==> src/rtl/tdm_demux4.sv <==
// tdm_demux4: receive-side 1-to-4 time-division demultiplexer.
// A slot-serialised stream (one WIDTH-bit slot per valid beat, slot 0 flagged
// by in_sync) is unpacked into four parallel lanes. A completed frame is
// published on out_data together with a one-cycle out_valid pulse. Sync
// violations raise a one-cycle frame_err pulse.
module tdm_demux4 #(
    parameter int unsigned WIDTH = 8
) (
    input  logic               clk,
    input  logic               rst_n,
    input  logic [WIDTH-1:0]   in_data,
    input  logic               in_valid,
    input  logic               in_sync,
    output logic [4*WIDTH-1:0] out_data,
    output logic               out_valid,
    output logic               frame_err,
    output logic               locked,
    output logic [1:0]         slot_idx
);

    typedef enum logic [0:0] {
        HUNT = 1'b0,
        RUN  = 1'b1
    } state_t;

    state_t           state;
    logic [WIDTH-1:0] lane0;
    logic [WIDTH-1:0] lane1;
    logic [WIDTH-1:0] lane2;

    // Alignment FSM, lane capture and registered frame/error outputs.
    // Lane 3 is never stored: the slot-3 beat goes straight into out_data so
    // that back-to-back frames need no bubble.
    always_ff @(posedge clk or negedge rst_n) begin
        if (!rst_n) begin
            state     <= HUNT;
            lane0     <= '0;
            lane1     <= '0;
            lane2     <= '0;
            out_data  <= '0;
            out_valid <= 1'b0;
            frame_err <= 1'b0;
            locked    <= 1'b0;
            slot_idx  <= '0;
        end else begin
            out_valid <= 1'b0;
            frame_err <= 1'b0;
            unique case (state)
                HUNT: begin
                    if (in_valid && in_sync) begin
                        lane0    <= in_data;
                        slot_idx <= 2'd1;
                        locked   <= 1'b1;
                        state    <= RUN;
                    end
                end
                RUN: begin
                    if (in_valid) begin
                        if (in_sync) begin
                            // Sync mid-frame abandons the partial frame and
                            // restarts alignment on this beat.
                            if (slot_idx != 2'd0) begin
                                frame_err <= 1'b1;
                            end
                            lane0    <= in_data;
                            slot_idx <= 2'd1;
                        end else if (slot_idx == 2'd0) begin
                            // Missing sync: alignment lost, beat dropped.
                            frame_err <= 1'b1;
                            locked    <= 1'b0;
                            slot_idx  <= 2'd0;
                            state     <= HUNT;
                        end else begin
                            unique case (slot_idx)
                                2'd1: begin
                                    lane1    <= in_data;
                                    slot_idx <= 2'd2;
                                end
                                2'd2: begin
                                    lane2    <= in_data;
                                    slot_idx <= 2'd3;
                                end
                                default: begin
                                    out_data  <= {in_data, lane2, lane1, lane0};
                                    out_valid <= 1'b1;
                                    slot_idx  <= 2'd0;
                                end
                            endcase
                        end
                    end
                end
                default: begin
                    state    <= HUNT;
                    locked   <= 1'b0;
                    slot_idx <= '0;
                end
            endcase
        end
    end

endmodule
==> config.mk <==
export PLATFORM = sky130hd
export DESIGN_NAME = tdm_demux4
export DESIGN_NICKNAME = d
export VERILOG_FILES = /design/src/rtl/tdm_demux4.sv
export SDC_FILE = /design/constraint.sdc
export NUM_CORES = 1
export LEC_CHECK = 0
export CAP_MARGIN = 20
export CORE_MARGIN = 2
export CORE_UTILIZATION = 51
export CTS_CLUSTER_DIAMETER = 30
export DETAILED_ROUTE_END_ITERATION = 10
export PLACE_DENSITY = 0.81
export SYNTH_ARGS = -nofsm -noshare
export SYNTH_HDL_FRONTEND = slang
export SYNTH_SLANG_ARGS = --single-unit
==> constraint.sdc <==
create_clock -name clk -period 2.22 [get_ports clk]
set_input_delay 0.222 -clock clk [delete_from_list [all_inputs] [get_ports clk]]
set_output_delay 0.222 -clock clk [all_outputs]
set_load 0.03 [all_outputs]
# --- After elaboration in Yosys (flattened, before gate mapping) ---
# Cells that the tools add are included.
totals:
  n_memories: 0
  latchBits: 0
  romBits: 0
  ram_bits: 0
  out_inout_bits: 37
  input_bits: 12
  regBits: 62
op_classes:
  add_sub_neg: 0
  shift: 0
  n_bitwise: 4
  reduce_logical: 10
  n_eq_ne: 7
  div: 0
  n_mux: 30
  magnitude_cmp: 0
  n_mul: 0
ops:
  columns: ["op", "count"]
  rows:
  - ["$mux 8", 3]
  - ["$mux 1", 18]
  - ["$pmux 8 s2", 1]
  - ["$reduce_and 5->1", 3]
  - ["$mux 2", 4]
  - ["$ne 2x2->1 const B", 4]
  - ["$pmux 2 s2", 2]
  - ["$not 1->1", 4]
  - ["$pmux 1 s2", 2]
  - ["$reduce_and 4->1", 1]
  - ["$reduce_and 3->1", 1]
  - ["$eq 2x1->1 const B", 1]
  - ["$eq 2x2->1 const B", 1]
  - ["$logic_not 2->1", 1]
  - ["$ne 2x1->1 const B", 1]
  - ["$reduce_and 2->1", 1]
  - ["$reduce_bool 2->1", 1]
  - ["$reduce_or 2->1", 1]
  - ["$logic_and 1x1->1", 1]

# --- Depth between registers and ports, before layout ---
# Gate-level depths: netlist of run 1.
logic_depth:
  depth_word: 7
  ltp_mapped: 7

# --- Worst setup path after synthesis of run 1 ---
# Ideal clock, no wire load.
synth_path:
  path_kind: "flip-flop to flip-flop"
  startpoint: "register slot_idx[0]"
  endpoint: "register out_data[0]"
  slack_ns: 0.345
  path_stages_with_launch: 8
  required_ns: 2.095
  t_arrival_ns: 1.750
  path_cell_list: "dfrtp_1 -> inv_1 -> ha_1 -> inv_1 -> ha_1 -> nand3b_4 -> buf_6 -> mux2_4"
synth_via:
  elab_chain_cells: 4
  word_cells_on_any_way: 7
  cone_classes: "eq/ne: 2; bitwise: 2; reduce/logical: 3"
synth_rtl:
  columns: ["item", "line", "source"]
  rows:
  - ["from (decl)", "18", "output logic [1:0] slot_idx"]
  - ["from (signal assigned)", "44", "slot_idx <= '0;"]
  - ["from (signal assigned)", "52", "slot_idx <= 2'd1;"]
  - ["from (signal assigned)", "66", "slot_idx <= 2'd1;"]
  - ["$eq 2x2->1 / $eq 2x1->1 (equally long branches)", "74", "unique case (slot_idx)"]
  - ["$reduce_or 2->1 (no source line)", null, null]
  - ["$not 1->1 (no source line)", null, null]
  - ["$reduce_and 5->1 (no source line) (*)", null, null]
  - ["to (signal assigned)", "84", "out_data <= {in_data, lane2, lane1, lane0};"]
  - ["to (decl)", "14", "output logic [4*WIDTH-1:0] out_data,"]
# Every way passes the cells marked *; elsewhere a longest branch is shown, timed or not.
# A chain may end at the register's enable or synchronous reset.

# --- Worst setup path in the final report of run 1 ---
layout_path:
  startpoint: "register slot_idx[1]"
  endpoint: "register out_data[8]"
# The elaborated chain is that of the path after synthesis.

==> impl_metrics.env, run 1 <==
export IMPL_status="finished clean"
export IMPL_cts_sinks=62
export IMPL_r2r_end="out_data[8]"
export IMPL_path_buf_inv=3
export IMPL_syn_inst=150
export IMPL_path_delay_family="adder cells"
export IMPL_cts_buffer_depth=2
export IMPL_critPathMaxStageDelay_ns=0.42
export IMPL_coreArea_um2=4790
export IMPL_synth_seq_cells=62
export IMPL_viasPerCell=5.09
export IMPL_finClkSkew_ns=0.00983
export IMPL_cts_root_buf="clkbuf_8"
export IMPL_drive_above_1_share_pct=35.8
export IMPL_cts_repair_resized=0
export IMPL_r2r_slack_ns=0.31
export IMPL_synthTopCellsByCount="dfrtp_1 (62), mux2_4 (30), mux2_2 (26)"
export IMPL_grt_max_degree=37
export IMPL_synth_area_um2=2550
export IMPL_postPlaceCellArea_um2=3110
export IMPL_synth_cell_types=19
export IMPL_period_needed_ns=1.91
export IMPL_drv_slew=0
export IMPL_r2r_cells=7
export IMPL_num_vias=1419
export IMPL_cts_tree="done"
export IMPL_maxCapViolCount=0
export IMPL_yosysTopAreaCell="dfrtp_1"
export IMPL_setup_tns_ns=0
export IMPL_worst_slew_pin_slew_ns=0.646
export IMPL_p_leak_nw=1.58
export IMPL_rsz0062_at_grt="false"
export IMPL_h_tree_depth=3
export IMPL_dpl_cell_count=263
export IMPL_powerDensity_nw_per_um2=1480
export IMPL_max_freq_mhz=523
export IMPL_die_area_um2=5590
export IMPL_worst_setup_path_start_kind="flop"
export IMPL_end_kind="flop"
export IMPL_ys_async_sr_fraction_pct=100
export IMPL_finalNetCount=226
export IMPL_row_count=25
export IMPL_post_route_period_util_pct=86.1
export IMPL_drc=0
export IMPL_routedWlPerCell_um=17.0
export IMPL_port_buffers=48
export IMPL_hold_viol=0
export IMPL_yosysTopAreaCellShare_pct=60.8
export IMPL_ys_top_cells_by_area="dfrtp_1 (61%), mux2_4 (18%), mux2_2 (11%)"
export IMPL_crit_chain="inv_1, ha_1, inv_1, ha_1, nand3b_4, buf_12, mux2_2"
export IMPL_grt_pass1_vias=1507
export IMPL_hpwl_um=3300
export IMPL_die_h_um=74.7
export IMPL_gr_total_overflow=0
export IMPL_path_max_fanout=32
export IMPL_hold_path_class="input pin to async pin"
export IMPL_diodes=0
export IMPL_initial_utilization_pct=53.3
export IMPL_track_usage_pct=19.2
export IMPL_slowest_stage="dfrtp_1"
export IMPL_syn_to_final_growth_pct=28.8
export IMPL_routed_wl_um=4750
export IMPL_drt_iter0_drc=93
export IMPL_yosysMostFrequentCell="dfrtp_1"
export IMPL_gp_congestion=0.705
export IMPL_antenna_found_initial=0
export IMPL_reg2reg_from="slot_idx[1]"
export IMPL_critPathArrivalTime_ns=2.13
export IMPL_layout_cells_non_filler=279
export IMPL_postRouteAntennaNets=0
export IMPL_yosysWarnings=0
export IMPL_critPathKind="flop to flop"
export IMPL_critPathRequiredTime_ns=2.44
export IMPL_fin_area_um2=3290
export IMPL_io_pins=49
export IMPL_grt_pass1_wl_um=7420
export IMPL_dieWidth_um=74.7
export IMPL_synth_edf_count=0
export IMPL_yosysSeqAreaShare_pct=60.8
export IMPL_yosys_most_used_dff="dfrtp_1"
export IMPL_worstSetupStartpoint="slot_idx[1]"
export IMPL_maxSlewHeadroom_pct=56.9
export IMPL_first_pass_iters=4
export IMPL_syn_num_nets=168
export IMPL_setup_viol=0
export IMPL_avgSynthCellArea_um2=17.0
export IMPL_cts_buffers=9
export IMPL_clk_pin_slew_ns=0.07
export IMPL_clk_latency_ns=0.33
export IMPL_vdd_drop_max_mv=0.644
export IMPL_fill_cells=332
[worst register-to-register path, cell delays in order, from the launching register on]
cell and delay (ns):
dfrtp_1 0.42, inv_1 0.12, ha_1 0.22, inv_1 0.07, ha_1 0.25, nand3b_4 0.11, buf_12 0.25, mux2_2 0.37
[layout make-up]
class	instances	area [um^2]	share of cell area, %
inverter	6	22.5	0.685
clock buffer	14	163	4.95
multi-input combinational	78	937	28.5
clock inverter	1	5.00	0.152
tap	67	83.8	2.55
timing repair buffer	51	526	16.0
sequential	62	1550	47.2
[state kept, by name, indices dropped and copies added (netlist names)]
signal,count
slot_idx,2
frame_err,1
lane0,8
locked,1
out_data,32
out_valid,1
lane2,8
state,1
lane1,8
[cells by family (layout without fill, tap and decap cells)]
family	Yosys count	after routing	synth area share, %
flip-flops	62	62	60.8
multiplexers	56	56	29.1
buffers and inverters	10	72	2.50
AND/OR/NAND/NOR	9	9	2.84
AO/OA/AOI/OAI	7	7	1.81
adder cells (fa/ha/maj)	6	6	2.94
[stage by stage]
stage               setup WS, ns  utilization (%)  total power, mW  hold slack [ns]
finish                     0.309             68.7             4.86            0.453
global route               0.196             68.7             5.09            0.489
CTS                        0.311             68.7             4.91            0.449
detailed placement         0.182             65.0             4.04            0.271
global placement           0.276             65.0             3.94            0.258
floorplan                  0.345                -             3.21          -0.0736
[metal layers]
layer / global-route usage (%) / vias to the layer above / routed length, um
met5: 0 / - / 0
met4: 7.74 / 0 / 64
met3: 8.03 / 5 / 212
met2: 31.5 / 39 / 2470
met1: 22.4 / 733 / 2000
li1: - / 642 / -
[cell usage in the layout, fill, tap and decap left out, types with 3 or more instances in the layout]
master / instances
dfrtp_1: 62
clkbuf_8: 11
inv_1: 6
ha_1: 6
a21oi_1: 3
mux2_2: 26
clkbuf_1: 3
mux2_4: 30
clkdlybuf4s50_1: 47
[where the power goes]
part	total, mW	internal [mW]	switching [mW]	leakage [nW]
Sequential	1.87	1.60	0.277	0.761
Combinational	2.12	1.12	1.01	0.734
Clock	0.858	0.460	0.399	0.0865
[timing repair]
action                    in CTS  in global routing
hold buffers                   1                  0
buffers inserted               0                  0
hold endpoints to repair      26                  0
[worst max path at each step]
stage	to	slack, ns	depth (start not counted)
6_report	out_data[8]	0.31	7
5_1_grt	out_data[8]	0.20	7
4_1_cts	out_data[8]	0.31	7
3_5_place_dp	out_data[8]	0.18	6
3_3_place_gp	out_data[8]	0.28	6
2_1_floorplan	out_data[0]	0.35	7
Power figures use the tool's default switching activity.
==> run 2, diff against run 1 <==
--- a/config.mk
+++ b/config.mk
@@ -7,10 +7,10 @@
 export LEC_CHECK = 0
 export CAP_MARGIN = 20
 export CORE_MARGIN = 2
-export CORE_UTILIZATION = 51
+export CORE_UTILIZATION = 46
 export CTS_CLUSTER_DIAMETER = 30
 export DETAILED_ROUTE_END_ITERATION = 10
-export PLACE_DENSITY = 0.81
+export PLACE_DENSITY = 0.77
 export SYNTH_ARGS = -nofsm -noshare
 export SYNTH_HDL_FRONTEND = slang
 export SYNTH_SLANG_ARGS = --single-unit
==> constraint.sdc (replaced) <==
create_clock -name clk -period 1.75 [get_ports clk]
set_input_delay 0.175 -clock clk [delete_from_list [all_inputs] [get_ports clk]]
set_output_delay 0.175 -clock clk [all_outputs]
set_load 0.03 [all_outputs]
==> impl_metrics.env, run 2 (same netlist as run 1, synthesis figures left out) <==
export IMPL_cts_buffer_depth=2
export IMPL_row_count=27
export IMPL_finalNetCount=234
export IMPL_maxCapViolCount=0
export IMPL_syn_to_final_growth_pct=34.3
export IMPL_die_h_um=78.5
export IMPL_cts_sinks=62
export IMPL_num_vias=1383
export IMPL_critPathArrivalTime_ns=1.89
export IMPL_status="finished clean"
export IMPL_place_ws_ns=0.0651
export IMPL_rsz0062_at_grt="true"
export IMPL_p_comb_share_pct=42.3
export IMPL_post_route_period_util_pct=96.2
export IMPL_routedWlPerCell_um=15.7
export IMPL_worst_slew_pin_slew_ns=0.460
export IMPL_cts_buffers=9
export IMPL_cts_tree="done"
export IMPL_hold_viol=0
export IMPL_reg2reg_from="slot_idx[1]"
export IMPL_cts_setup_buffers=0
export IMPL_coreArea_um2=5440
export IMPL_fin_area_um2=3430
export IMPL_clkPwrFrac_pct=21.3
export IMPL_grt_max_degree=31
export IMPL_seqPwrFrac_pct=36.4
export IMPL_period_needed_ns=1.68
export IMPL_worst_setup_path_start_kind="flop"
export IMPL_setup_ws_ns=0.0667
export IMPL_h_tree_depth=3
export IMPL_clk_latency_ns=0.33
export IMPL_io_pins=49
export IMPL_powerDensity_nw_per_um2=1890
export IMPL_p_sw_share_pct=32.8
export IMPL_max_flop_register="out_data"
export IMPL_cts_root_buf="clkbuf_8"
export IMPL_postRouteAntennaNets=0
export IMPL_routed_wl_um=4590
export IMPL_gp_congestion=0.810
export IMPL_grt_pass1_wl_um=7560
export IMPL_viasPerCell=4.74
export IMPL_r2r_end="out_data[9]"
export IMPL_antenna_found_initial=0
export IMPL_grt_pass1_vias=1484
export IMPL_r2r_cells=7
export IMPL_hold_path_class="input pin to async pin"
export IMPL_maxSlewHeadroom_pct=69.2
export IMPL_clk_pin_slew_ns=0.07
export IMPL_vdd_drop_max_mv=0.873
export IMPL_postPlaceCellArea_um2=3190
export IMPL_p_total_mw=6.49
export IMPL_p_sw_mw=2.13
export IMPL_final_common_cell="dfrtp_1"
export IMPL_port_buffers=48
export IMPL_critPathKind="flop to flop"
export IMPL_r2r_slack_ns=0.07
export IMPL_critPathRequiredTime_ns=1.96
export IMPL_path_max_fanout=15
export IMPL_largest_reg_flops=32
export IMPL_initial_utilization_pct=46.9
export IMPL_mostFrequentLayoutCells="dfrtp_1 (60), clkdlybuf4s50_1 (47), mux2_4 (30), mux2_2 (26), clkbuf_8 (11)"
export IMPL_finClkSkew_ns=0.00590
export IMPL_track_usage_pct=16.8
export IMPL_gr_total_overflow=0
export IMPL_dieWidth_um=78.5
export IMPL_drc=0
export IMPL_drive_above_1_share_pct=41.4
export IMPL_fill_cells=411
export IMPL_p_int_mw=4.36
export IMPL_hpwl_um=3220
export IMPL_max_freq_mhz=594
export IMPL_setup_viol=0
export IMPL_diodes=0
export IMPL_first_pass_iters=4
export IMPL_p_leak_nw=1.65
export IMPL_drt_iter0_drc=41
export IMPL_end_kind="flop"
export IMPL_die_area_um2=6160
export IMPL_drv_slew=0
[run 2: worst max path at each step]
stage                 from           to  slack [ns]  cells past startpoint
6_report       slot_idx[1]  out_data[9]        0.07                      7
5_1_grt        slot_idx[0]  out_data[9]     -0.0004                      7
4_1_cts        slot_idx[1]  out_data[9]        0.05                      7
3_5_place_dp       in_sync  out_data[9]        0.07                      6
3_3_place_gp       in_sync  out_data[9]        0.08                      6
2_1_floorplan  slot_idx[0]  out_data[0]        0.02                      7
[run 2: final cells by class]
type	instances	area [um^2]	share of cell area (%)
clock buffer	11	151	4.42
clock inverter	4	70.1	2.04
inverter	6	22.5	0.657
multi-input combinational	78	942	27.5
sequential	62	1550	45.3
tap	72	90.1	2.63
timing repair buffer	59	598	17.4
[run 2: through the flow]
step | cells | TNS, ns | hold slack [ns] | util, %
after floorplan | 150 | 0 | -0.121 | -
after global routing | 292 | -0.000438 | 0.337 | 63.0
after detailed placement | 276 | 0 | 0.130 | 58.7
after CTS | 292 | 0 | 0.314 | 63.0
final | 292 | 0 | 0.313 | 63.0
after global placement | 276 | 0 | 0.130 | 58.7
[run 2: worst max-delay path, cell delays in order, from the launching register on]
cell      delay [ns]
dfrtp_2         0.40
inv_1           0.09
ha_2            0.20
inv_1           0.05
ha_2            0.20
nand3b_4        0.11
buf_12          0.17
mux2_2          0.34
[run 2: power groups by stage]
| stage | combinational, mW | clock, mW | sequential, mW |
|---|---|---|---|
| 6_report | 2.74 | 1.38 | 2.36 |
| 4_1_cts | 2.78 | 1.43 | 2.37 |
| 2_1_floorplan | 1.02 | 0 | 3.06 |
| 5_1_grt | 2.88 | 1.50 | 2.43 |
| 3_3_place_gp | 2.72 | 0 | 2.37 |
| 3_5_place_dp | 2.76 | 0 | 2.39 |
[run 2: layer usage]
layer,vias to the layer above,GRT usage (%),share of wire [%]
met2,44,24.7,45
met1,676,22.5,49
met4,0,10.5,1.3
met5,-,0,0
li1,657,-,-
met3,6,4.02,4.6
[run 2: what timing repair did]
item                                    4_1_cts  5_1_grt
hold buffers                                  1        0
resized for setup                             0        1
endpoints found under the setup margin        0        2
hold endpoints to repair                     15        0
